$ cat src/rtl/mips_instr_encoder.sv
// MIPS instruction encoder.
// Accepts an abstract instruction request (class plus register and immediate
// fields) and assembles the 32-bit MIPS word. The Op and Funct fields are
// placed exactly where the single-cycle control decoder reads them.
// Each legal word is tagged with a running PC and queued in a 2-entry skid
// buffer with registered outputs. Illegal classes are accepted and dropped.
// Illegal classes are also counted, and each one raises a one-cycle pulse.
module mips_instr_encoder #(
    parameter logic [31:0] PC_RESET = 32'h0040_0000,
    parameter int          CNT_W    = 8
) (
    input  logic             clk,
    input  logic             rst_n,
    input  logic             in_valid,
    output logic             in_ready,
    input  logic [3:0]       in_class,
    input  logic [4:0]       in_rs,
    input  logic [4:0]       in_rt,
    input  logic [4:0]       in_rd,
    input  logic [15:0]      in_imm,
    input  logic [25:0]      in_target,
    output logic             out_valid,
    input  logic             out_ready,
    output logic [31:0]      out_instr,
    output logic [31:0]      out_pc,
    output logic             illegal_pulse,
    output logic [CNT_W-1:0] illegal_cnt
);

    // Request classes
    localparam logic [3:0] CLS_ADD  = 4'd0;
    localparam logic [3:0] CLS_SUB  = 4'd1;
    localparam logic [3:0] CLS_AND  = 4'd2;
    localparam logic [3:0] CLS_OR   = 4'd3;
    localparam logic [3:0] CLS_SLT  = 4'd4;
    localparam logic [3:0] CLS_LW   = 4'd5;
    localparam logic [3:0] CLS_SW   = 4'd6;
    localparam logic [3:0] CLS_BEQ  = 4'd7;
    localparam logic [3:0] CLS_ADDI = 4'd8;
    localparam logic [3:0] CLS_J    = 4'd9;

    // Opcodes and R-type function codes expected by the decoder
    localparam logic [5:0] OP_RTYPE = 6'h00;
    localparam logic [5:0] OP_LW    = 6'h23;
    localparam logic [5:0] OP_SW    = 6'h2B;
    localparam logic [5:0] OP_BEQ   = 6'h04;
    localparam logic [5:0] OP_ADDI  = 6'h08;
    localparam logic [5:0] OP_J     = 6'h02;
    localparam logic [5:0] FN_ADD   = 6'h20;
    localparam logic [5:0] FN_SUB   = 6'h22;
    localparam logic [5:0] FN_AND   = 6'h24;
    localparam logic [5:0] FN_OR    = 6'h25;
    localparam logic [5:0] FN_SLT   = 6'h2A;

    localparam logic [CNT_W-1:0] CNT_ONE = {{(CNT_W-1){1'b0}}, 1'b1};

    // Buffer state: head is what the consumer sees; tail only holds a word
    // while the buffer is full.
    logic [1:0]       count_reg, count_next;
    logic [31:0]      head_instr_reg, head_instr_next;
    logic [31:0]      head_pc_reg, head_pc_next;
    logic [31:0]      tail_instr_reg, tail_instr_next;
    logic [31:0]      tail_pc_reg, tail_pc_next;
    logic [31:0]      pc_reg, pc_next;
    logic             illegal_pulse_reg, illegal_pulse_next;
    logic [CNT_W-1:0] illegal_cnt_reg, illegal_cnt_next;

    logic [31:0] enc_word;
    logic        enc_legal;
    logic        accept;
    logic        push;
    logic        pop;
    logic        illegal_accept;

    // Assemble the instruction word for the requested class
    always_comb begin
        enc_word  = 32'h0000_0000;
        enc_legal = 1'b1;
        case (in_class)
            CLS_ADD:  enc_word = {OP_RTYPE, in_rs, in_rt, in_rd, 5'b00000, FN_ADD};
            CLS_SUB:  enc_word = {OP_RTYPE, in_rs, in_rt, in_rd, 5'b00000, FN_SUB};
            CLS_AND:  enc_word = {OP_RTYPE, in_rs, in_rt, in_rd, 5'b00000, FN_AND};
            CLS_OR:   enc_word = {OP_RTYPE, in_rs, in_rt, in_rd, 5'b00000, FN_OR};
            CLS_SLT:  enc_word = {OP_RTYPE, in_rs, in_rt, in_rd, 5'b00000, FN_SLT};
            CLS_LW:   enc_word = {OP_LW,   in_rs, in_rt, in_imm};
            CLS_SW:   enc_word = {OP_SW,   in_rs, in_rt, in_imm};
            CLS_BEQ:  enc_word = {OP_BEQ,  in_rs, in_rt, in_imm};
            CLS_ADDI: enc_word = {OP_ADDI, in_rs, in_rt, in_imm};
            CLS_J:    enc_word = {OP_J, in_target};
            default:  enc_legal = 1'b0;
        endcase
    end

    // Handshake decode; in_ready comes from buffer occupancy alone
    always_comb begin
        in_ready       = (count_reg != 2'd2);
        accept         = in_valid & in_ready;
        push           = accept & enc_legal;
        illegal_accept = accept & ~enc_legal;
        pop            = out_ready & (count_reg != 2'd0);
    end

    // Next buffer contents; a push with count 2 cannot occur since in_ready is low
    always_comb begin
        count_next      = count_reg;
        head_instr_next = head_instr_reg;
        head_pc_next    = head_pc_reg;
        tail_instr_next = tail_instr_reg;
        tail_pc_next    = tail_pc_reg;
        case (count_reg)
            2'd0: begin
                if (push) begin
                    head_instr_next = enc_word;
                    head_pc_next    = pc_reg;
                    count_next      = 2'd1;
                end
            end
            2'd1: begin
                if (push && pop) begin
                    head_instr_next = enc_word;
                    head_pc_next    = pc_reg;
                end else if (push) begin
                    tail_instr_next = enc_word;
                    tail_pc_next    = pc_reg;
                    count_next      = 2'd2;
                end else if (pop) begin
                    count_next      = 2'd0;
                end
            end
            default: begin
                if (pop) begin
                    head_instr_next = tail_instr_reg;
                    head_pc_next    = tail_pc_reg;
                    count_next      = 2'd1;
                end
            end
        endcase
    end

    // PC tag advances only for words that enter the buffer
    always_comb begin
        pc_next = push ? (pc_reg + 32'd4) : pc_reg;
    end

    // Illegal-request pulse and saturating counter
    always_comb begin
        illegal_pulse_next = illegal_accept;
        illegal_cnt_next   = illegal_cnt_reg;
        if (illegal_accept && !(&illegal_cnt_reg)) begin
            illegal_cnt_next = illegal_cnt_reg + CNT_ONE;
        end
    end

    // State registers with asynchronous clear
    always_ff @(posedge clk or negedge rst_n) begin
        if (!rst_n) begin
            count_reg         <= 2'd0;
            head_instr_reg    <= 32'h0000_0000;
            head_pc_reg       <= 32'h0000_0000;
            tail_instr_reg    <= 32'h0000_0000;
            tail_pc_reg       <= 32'h0000_0000;
            pc_reg            <= PC_RESET;
            illegal_pulse_reg <= 1'b0;
            illegal_cnt_reg   <= '0;
        end else begin
            count_reg         <= count_next;
            head_instr_reg    <= head_instr_next;
            head_pc_reg       <= head_pc_next;
            tail_instr_reg    <= tail_instr_next;
            tail_pc_reg       <= tail_pc_next;
            pc_reg            <= pc_next;
            illegal_pulse_reg <= illegal_pulse_next;
            illegal_cnt_reg   <= illegal_cnt_next;
        end
    end

    // Outputs come straight from registers
    always_comb begin
        out_valid     = (count_reg != 2'd0);
        out_instr     = head_instr_reg;
        out_pc        = head_pc_reg;
        illegal_pulse = illegal_pulse_reg;
        illegal_cnt   = illegal_cnt_reg;
    end

endmodule

$ cat config.mk
export PLATFORM = sky130hd
export DESIGN_NAME = mips_instr_encoder
export DESIGN_NICKNAME = d
export VERILOG_FILES = /design/src/rtl/mips_instr_encoder.sv
export SDC_FILE = /design/constraint.sdc
export NUM_CORES = 1
export LEC_CHECK = 0
export ABC_CLOCK_PERIOD_IN_PS = 1550
export CAP_MARGIN = 20
export CORE_UTILIZATION = 47
export CTS_CLUSTER_DIAMETER = 80
export CTS_CLUSTER_SIZE = 8
export DETAILED_ROUTE_END_ITERATION = 12
export PLACE_DENSITY = 0.83
export SYNTH_ARGS = -nofsm -noshare
export SYNTH_HDL_FRONTEND = slang
export SYNTH_SLANG_ARGS = --single-unit
export TNS_END_PERCENT = 50
$ cat constraint.sdc
create_clock -name clk -period 1.55 [get_ports clk]
set_input_delay 0.31 -clock clk [delete_from_list [all_inputs] [get_ports clk]]
set_output_delay 0.31 -clock clk [all_outputs]
set_load 0.02 [all_outputs]
==> results of run 1 <==
## area by class of cell
cell class | count | area [sq um]
Fill cell | 782 | 3606
Sequential cell | 161 | 4035
Timing Repair Buffer | 283 | 3077
Clock buffer | 21 | 460.4
Inverter | 5 | 18.77
Clock inverter | 11 | 176.4
Multi-Input combinational cell | 456 | 3734
Tap cell | 211 | 264.0
## worst register-to-register path, delay by kind of cell, from the launching register on
family	cells	cell delay, ns
DFF	1	0.52
AOI/OAI and AO/OA	1	0.69
buffers and inverters	2	0.33
and+or+nand+nor	2	0.57
## cell usage in the layout (no fill, tap or decap), drive strengths merged, types with 15 or more instances in the layout
master	instances
o21a	15
xnor2	30
dlygate4sd2	67
a22oi	15
clkbuf	32
nand2	110
o21ai	73
mux2	37
buf	140
mux2i	33
nor2	19
nand3	19
dfrtp	160
clkdlybuf4s50	59
## logic make-up after synthesis
family,Yosys count
buffers and inverters,50
other,1
AO/OA/AOI/OAI,155
adder cells (fa/ha/maj),2
multiplexers,70
XOR/XNOR,37
flip-flops,161
AND/OR/NAND/NOR,189
## per-layer routing
metal  GRT usage  vias to the layer above  wire [um]
met2      0.5339                      544      14480
met4      0.1765                        0       2080
met1      0.3705                     3619      11120
met3     0.07095                      196       2622
met5           0                        -          0
li1            -                     2877          -
## stage by stage
stage | hold slack, ns | setup TNS, ns
finish | 0.2963 | -33.76
global route | 0.3164 | -35.35
CTS | 0.3022 | -9.530
detailed placement | 0.1931 | -95.38
global placement | 0.1935 | -87.54
floorplan | 0.01441 | -6.873
## worst max path at each step
stage                       startpoint  cells past startpoint         endpoint
after floorplan           count_reg[0]                      6  tail_pc_reg[10]
after global placement     in_class[2]                      8    out_instr[11]
after detailed placement   in_class[2]                      8    out_instr[11]
after CTS                 count_reg[1]                      7  tail_pc_reg[19]
after global routing       in_class[0]                      9    out_instr[27]
final                      in_class[0]                      9    out_instr[27]
## cells in the mapped netlist (all sizes together), types with 3 or more instances
library cell,instances,share of area
nand2,110,0.055
clkbuf,14,0.0070
nor2,19,0.0096
xor2,7,0.0082
and2,6,0.0050
and4,3,0.0035
o211ai,13,0.013
o22ai,3,0.0044
a22oi,15,0.015
dfrtp,160,0.54
nand3,19,0.014
a2bb2oi,9,0.011
xnor2,30,0.035
o21ai,73,0.050
mux2,37,0.073
buf,31,0.027
mux2i,33,0.044
inv,5,0.0025
a21oi,12,0.0080
nand2b,3,0.0028
and3,8,0.0067
a221oi,8,0.0094
nor4,3,0.0065
o21a,15,0.015
nand4,12,0.012
## power groups by stage
stage / Clock [mW] / Sequential, mW / Combinational, mW
after floorplan: 0 / 5.97 / 1.43
after global placement: 0 / 5.54 / 3.55
after detailed placement: 0 / 5.57 / 3.65
after CTS: 4.55 / 5.52 / 3.97
after global routing: 4.80 / 5.74 / 5.00
final: 4.65 / 5.69 / 4.78
## what timing repair did
action	4_1_cts	5_1_grt
endpoints found under the setup margin	224	157
setup buffers	30	13
pin swaps	38	30
gates resized for setup	211	130
cloned	12	10
hold endpoints to repair	22	0
hold buffers	1	0
==> impl_results.md, run 1 <==
* Compound-Gate Fraction of Synth Area at 0.1344
* Synthesized instance count at 665
* WP buf/inv at 4
* Outcome: finished with violations
* First-pass GRT wire length at a little under 40 mm
* Failing checks: negative setup slack
* Placement Rows at 45
* Layout cell share with drive strength beyond 1 at 0.3618
* Slowest CP cell: o21ai_0
* RSZ-0062 raised after global routing: true
* CP cell instances: dlygate4sd2_1 -> buf_6 -> nor4bb_4 -> buf_4 -> buf_4 -> a21oi_1 -> o21ai_0 -> nand2_1 -> nand2_2
* PD cells at 1285 nW/um^2
* Seq/Total Area, Yosys at 0.5399
* Cell family with most CP delay: buffers and inverters
* FF+latch count, synth at about 160
* Sw frac at 0.3365
* Peak supply drop at approximately 900 uV
* Fin area at roughly 12000 sq um
* Initial antenna violation count at 0
* Mux contribution to synthesized area at 0.1177
* Mean Syn Cell Area at roughly 11 sq um
* Netlist cell types at slightly above 50
* Adder-cell share of the synthesized area at 0.003352
* DP Worst Slack at -0.7465 ns
* Pins over their slew limit at 0
* Reg2reg end: out_instr[27]
* Clock sink count at roughly 160
* Final core occ at 0.7654
* Die extent in x at ~130 um
* Largest stage delay, worst path at 0.69 ns
* Post-synth EDFFs at 0
* Post-route setup slack at -0.9515 ns
* Final nets at about 1000
* Syn. warnings at 0
* Worst slew pin tran at about 0.85 ns
* Drt first-iter violations at between 900 and 1000
* Static Leak at roughly 5.5 nW
* Crit path time final at 2.502 ns
* Area delta synth->final at 57.61%
* DP Cell Count at ~1100
* Final HPWL DP at around 13 mm
* CP Launch Type: input pin
* Largest net degree at the start of global routing at 47
* Cell depth of the worst flop-to-flop path at 5
* Skew-Pair Late Insertion Delay at approximately 0.44 ns
* CP Capture Type: register
* Max Freq at around 400 MHz
* H-tree levels at 4
* Die area at between 15000 and 20000 sq um
* IO Port Bufs at ~140
* Total power at about 15 mW
* Diode count at 0
* Power share of the clock group at 0.307
* Internal Power at 10.03 mW
* Min-delay worst type: input pin to asynchronous set/reset pin
* CP Max Fanout at 2
* GRT Residual Overflow at 0
* # IOs at 140
* DRC violations left at 0
* CP dominant cell by count: buf_4
* Crit path DAT at between 2 and 3 ns
* Routed len/inst at 26.39 um
* P_sw at a little over 5 mW
* GP Congestion at between 0.7 and 0.8
* Clock Skew at slightly below 0.009 ns
* Worst-path clk slew at around 0.070 ns
* # setup viols final at about 150
* Vias per cell at approximately 6.3
* Initial Util at 0.4856
* Routed vias at roughly 7200
* Final period utilization at 1.614
* Critical path class: input pin to register
* Total CTS buffers at 17
* Async S/R FF share, synth at 1.000
* Synth Area in Simple Gates at 0.1242
* Area of the mapped netlist at ~7500 sq um
* Core area at about 15000 sq um
* GRT Overall Usage at 0.3148
* Most frequently used flop master after synthesis: dfrtp_1
* Fin cells at 1148
* RR Startpoint: count_reg[1]
* Vias in the first global route at around 7000
* Placed cell areas at just under 10000 sq um
* Combinational power share at 0.316
* Worst rel slew slack at 0.4299
* CTS root buf: clkbuf_16
* CP required at approximately 1.9 ns
* Max-cap viol count at 0
* Final wirelength at approximately 30 mm
* 1st-pass router iterations at 5
* Main combinational cell family by area after synthesis: compound AO/OA/AOI/OAI gates
* Die Y at around 130 um
* R2R setup slack at -0.64 ns
* Seq pwr share at 0.376
* XOR/XNOR Fraction of Synth Area at 0.04341
* Max clock buf depth at 2
* Antenna-violating nets left at 0
* CTS tree: built
* Fin. Hold Viols at 0
No activity file was read; power rests on OpenSTA's default activity.
==> run 2: changes to the inputs <==
--- a/config.mk
+++ b/config.mk
@@ -7,6 +7,7 @@
 export LEC_CHECK = 0
 export ABC_CLOCK_PERIOD_IN_PS = 1550
 export CAP_MARGIN = 20
+export CORE_ASPECT_RATIO = 0.9
 export CORE_UTILIZATION = 47
 export CTS_CLUSTER_DIAMETER = 80
 export CTS_CLUSTER_SIZE = 8
==> run 2 against run 1 <==
Effect of this change:
- the run still ends with negative setup slack left
- sequential share of layout area shrank 0.10 points
- clock skew grew 0.0036 ns
- largest cell class unchanged
- cell area grew 0.27%
- total power shrank 2.6%
- critical path depth shrank 1
==> impl_results.md, run 2 (synthesis gave the netlist of run 1 again) <==
* Worst Hold Slack at 0.3426 ns
* Final period utilization at 1.274
* CTS root buf: clkbuf_16
* CP Max Fanout at 4
* Total power at 14.72 mW
* Most frequent cells in the layout: dfrtp_1 (159), buf_4 (84), dlygate4sd2_1 (65)
* CP Launch Type: register
* Largest net degree at the start of global routing at 40
* Fin. Hold Viols at 0
* Skew-Pair Late Insertion Delay at 0.44 ns
* GRT Overall Usage at 0.2997
* Peak supply drop at just under 1000 uV
* CP cell instances: nand2b_4 -> buf_4 -> buf_4 -> nand3_4 -> nor4_1 -> buf_4 -> nand3_1 -> xnor2_1
* 1st-pass router iterations at 5
* RSZ-0062 raised after global routing: true
* Total CTS buffers at 17
* Placement Rows at 43
* CTS tree: built
* WP buf/inv at 3
* CP required at between 1.5 and 2 ns
* # IOs at between 100 and 150
* Post-route setup slack at -0.4252 ns
* Diode count at 0
* Critical path class: register to register
* Initial Util at 0.4834
* GP Congestion at 0.8027
* Routed vias at 6904
* Pins over their slew limit at 0
* Placed cell areas at just under 10000 sq um
* Commonest non-fill, non-tap cell in the layout: dfrtp_1
* Max Freq at just over 500 MHz
* Clock Skew at about 0.012 ns
* Die area at approximately 16000 sq um
* IO Port Bufs at between 100 and 150
* Worst rel slew slack at 0.6329
* # fillers at roughly 800
* Final nets at between 900 and 1000
* Largest stage delay, worst path at 0.52 ns
* H-tree levels at 4
* Max clock buf depth at 2
* Outcome: finished with violations
* Vias per cell at 6.072
* Initial antenna violation count at 0
* CP Capture Type: register
* Die Y at ~120 um
* Antenna-violating nets left at 0
* Failing checks: negative setup slack
* First-pass GRT wire length at 37.06 mm
* PD cells at about 1200 nW/um^2
* Cell family with most CP delay: simple AND/OR/NAND/NOR gates
* Crit path time final at 1.975 ns
* Final wirelength at between 20 and 30 mm
* CP dominant cell by count: buf_4
* Fin area at approximately 12000 sq um
* Vias in the first global route at 6828
* Drt first-iter violations at between 600 and 700
* Routed len/inst at 24.06 um
* Max-cap viol count at 0
* DRC violations left at 0
* Worst-path clk slew at about 0.070 ns
* Area delta synth->final at 58.03%
* GRT Residual Overflow at 0
* Die extent in x at roughly 130 um
* Static Leak at ~5.6 nW
* Clock sink count at roughly 160
* Core area at around 15000 sq um
* Worst slew pin tran at around 0.54 ns
* Final HPWL DP at roughly 12 mm
* # setup viols final at about 160
* Layout cell share with drive strength beyond 1 at 0.3850
* Crit path DAT at approximately 2.3 ns
* Min-delay worst type: input pin to asynchronous set/reset pin
* Slowest CP cell: dfrtp_4
==> run 2: metal layers <==
| layer | track usage | up-vias | share of wire |
|---|---|---|---|
| li1 | - | 2878 | - |
| met1 | 0.3700 | 3463 | 0.38 |
| met2 | 0.4868 | 415 | 0.49 |
| met3 | 0.07158 | 148 | 0.072 |
| met4 | 0.1657 | 0 | 0.058 |
| met5 | 0 | - | 0 |
==> run 2: final timing paths <==
kind / startpoint / to / slack [ns] / depth (start not counted)
max in group asynchronous: rst_n / out_instr[14] / 0.62 / 3
min in group clk: out_instr[22] / out_instr[22] / 0.47 / 2
worst max-delay path: count_reg[1] / pc_reg[30] / -0.43 / 8
worst min register to register: out_instr[22] / out_instr[22] / 0.47 / 2
worst min-delay path: rst_n / pc_reg[11] / 0.34 / 2
worst max register to register: count_reg[1] / pc_reg[30] / -0.43 / 8
==> run 2: final cells by class <==
cell class | count | area, sq um | share of cell area
clock buffers | 18 | 439.2 | 0.03723
clock inverters | 14 | 130.1 | 0.01103
inverters | 5 | 18.77 | 0.001591
multi-input cells | 456 | 3862 | 0.3274
flip-flops and latches | 161 | 4034 | 0.3420
well taps | 202 | 252.7 | 0.02143
repair buffers | 281 | 3059 | 0.2593
==> run 2: worst reg2reg max path: cells and delay by family (launching register included) <==
kind	cells	cell delay [ns]
DFF	1	0.52
buffers and inverters	3	0.43
and+or+nand+nor	4	0.62
xor gates and xnor gates	1	0.28
==> run 2: repair_timing <==
action | CTS | global route
endpoints found under the setup margin | 216 | 158
hold endpoints to repair | 31 | 0
setup buffers | 26 | 15
pin swaps | 47 | 54
gates cloned | 15 | 8
hold buffers | 1 | 0
gates resized for setup | 237 | 148
==> run 2: report_power, final <==
group	leakage (nW)	switching [mW]	internal [mW]
clock network	0.266	1.90	2.27
registers	2.14	0.739	4.99
logic	3.17	2.47	2.34
total	5.58	5.12	9.61
==> run 2: metrics by stage <==
| step | util | cells | TNS, ns | setup slack [ns] |
|---|---|---|---|---|
| floorplan | - | 667 | -6.873 | -0.1033 |
| global placement | 0.6265 | 1047 | -90.23 | -0.6887 |
| detailed placement | 0.6265 | 1047 | -98.10 | -0.8303 |
| CTS | 0.7252 | 1120 | -17.62 | -0.2281 |
| global route | 0.7640 | 1137 | -32.98 | -0.5473 |
| finish | 0.7640 | 1137 | -27.50 | -0.4252 |
==> run 3: changes to the inputs <==
--- a/config.mk
+++ b/config.mk
@@ -12,6 +12,7 @@
 export CTS_CLUSTER_DIAMETER = 80
 export CTS_CLUSTER_SIZE = 8
 export DETAILED_ROUTE_END_ITERATION = 12
+export GPL_TIMING_DRIVEN = 0
 export PLACE_DENSITY = 0.83
 export SYNTH_ARGS = -nofsm -noshare
 export SYNTH_HDL_FRONTEND = slang
==> run 3 against run 2 <==
Effect of this change:
- the run still ends with negative setup slack left
- die area is the same
- worst setup slack gained 0.17 ns
- clock power is essentially flat
- sequential share of layout area grew 1.1 points
- via count shrank 1.4%
- critical endpoint is now out_instr[1]
- largest power group unchanged
==> impl_results.md, run 3 (synthesis gave the netlist of run 1 again) <==
* Outcome: finished with violations
* Failing checks: negative setup slack
* Final wirelength at 27.03 mm
* Vias in the first global route at around 6700
* Max-cap viol count at 0
* DP Worst Slack at -0.9289 ns
* Initial antenna violation count at 0
* Crit path time final at between 1.5 and 2 ns
* RSZ-0062 raised after global routing: true
* Clock sink count at about 160
* Max clock buf depth at 2
* Routed vias at slightly below 7000
* CP required at 1.88 ns
* Crit path DAT at roughly 2.1 ns
* CP Max Fanout at 5
* Drt first-iter violations at roughly 690
* # IOs at 140
* Post-route setup slack at -0.2549 ns
* CTS tree: built
* Layout cell share with drive strength beyond 1 at 0.3914
* Worst slew pin tran at just over 0.6 ns
* Routed len/inst at between 20 and 25 um
* Peak supply drop at approximately 1200 uV
* # fillers at around 830
* Die area at 16390 sq um
* Diode count at 0
* 1st-pass router iterations at 5
* Largest net degree at the start of global routing at between 90 and 100
* Final period utilization at 1.164
* IO Port Bufs at roughly 140
* Die extent in x at ~130 um
* H-tree levels at 4
* CP Launch Type: register
* Critical path class: register to register
* First-pass GRT wire length at around 37 mm
* Worst rel slew slack at 0.5963
* Vias per cell at 6.137
* Placement Rows at 43
* Max Freq at ~550 MHz
* Final HPWL DP at 12.51 mm
* # setup viols final at 147
* Final nets at 961
* GRT Residual Overflow at 0
* Area delta synth->final at 53.32%
* GRT Overall Usage at 0.3039
* DRC violations left at 0
* CTS root buf: clkbuf_16
* Clock Skew at between 0.015 and 0.02 ns
* PD cells at between 1000 and 1500 nW/um^2
* Fin. Hold Viols at 0
* Core area at approximately 15000 sq um
* Total CTS buffers at 17
* Static Leak at approximately 5.3 nW
* GP Congestion at between 0.7 and 0.8
* Pins over their slew limit at 0
* Min-delay worst type: input pin to asynchronous set/reset pin
* CP Capture Type: register
* Most frequent cells in the layout: dfrtp_1 (149), nand2_1 (63), dlygate4sd2_1 (62)
* Initial Util at 0.4834
* Skew-Pair Late Insertion Delay at roughly 0.44 ns
* Worst-path clk slew at 0.08 ns
* Die Y at roughly 120 um
* Commonest non-fill, non-tap cell in the layout: dfrtp_1
* Final TNS setup at -16.55 ns
* Antenna-violating nets left at 0
-- run 3: cell types whose count changed in the layout (fill, tap and decap cells not counted), sizes merged, moves of 3 or more --
cell / before / now
clkinvlp: 5 / 0
clkbuf: 28 / 34
dlygate4sd2: 65 / 62
clkinv: 3 / 8
buf: 139 / 108
-- run 3: per-layer routing --
metal  GRT usage  wire, um  vias to the layer above  share of wire
met5           0         0                        -              0
met2      0.4752     12760                      457           0.47
li1            -         -                     2811              -
met1      0.3823     10490                     3410           0.39
met3     0.07865      2247                      128          0.083
met4      0.1812      1533                        0          0.057
-- run 3: what timing repair did --
action	in CTS	in global routing
buffers inserted	44	24
hold buffers	1	0
pin swaps	85	59
cloned	13	3
endpoints found under the setup margin	226	161
gates resized for setup	318	151
endpoints found under the hold margin	65	0
-- run 3: path summary, 6_finish.rpt --
| kind | startpoint | endpoint | slack [ns] | cells past startpoint |
|---|---|---|---|---|
| setup / recovery | count_reg[0] | out_instr[1] | -0.25 | 7 |
| hold reg to reg | out_instr[22] | out_instr[22] | 0.48 | 2 |
| min in group clk | out_instr[22] | out_instr[22] | 0.48 | 2 |
| setup reg to reg | count_reg[0] | out_instr[1] | -0.25 | 7 |
| max in group asynchronous | rst_n | illegal_cnt[7] | 0.28 | 3 |
| hold / removal | rst_n | tail_pc_reg[11] | 0.40 | 2 |
-- run 3: layout make-up --
cell class | count | area [sq um] | share of cell area
flip-flops and latches | 161 | 4044 | 0.3533
multi-input cells | 456 | 3885 | 0.3395
repair buffers | 213 | 2216 | 0.1936
plain buffers | 40 | 451.7 | 0.03947
clock buffers | 17 | 425.4 | 0.03717
well taps | 202 | 252.7 | 0.02208
clock inverters | 15 | 148.9 | 0.01301
inverters | 5 | 21.27 | 0.001859
-- run 3: per-stage QoR --
step | util | hold WS (ns) | power, mW | cell area (sq um) | instances
floorplan | - | 0.01441 | 7.407 | 7517 | 667
global placement | 0.5907 | 0.4512 | 8.850 | 9121 | 1004
detailed placement | 0.5928 | 0.2848 | 8.946 | 9154 | 1005
CTS | 0.7074 | 0.4179 | 13.70 | 10920 | 1094
global route | 0.7412 | 0.4558 | 15.15 | 11440 | 1109
finish | 0.7412 | 0.4012 | 14.70 | 11440 | 1109
-- run 3: power breakdown --
part	total (mW)	internal, mW	switching, mW
Sequential	5.69	5.00	0.693
Combinational	4.81	2.24	2.57
Clock	4.20	2.26	1.94
Total	14.7	9.50	5.20
-- run 3: critical path: stages, from the launching register on --
cell	delay [ns]
dfrtp_2	0.42
nand2b_4	0.15
and3_4	0.19
buf_6	0.12
o22ai_4	0.24
buf_12	0.19
nor2_4	0.04
a221o_1	0.34
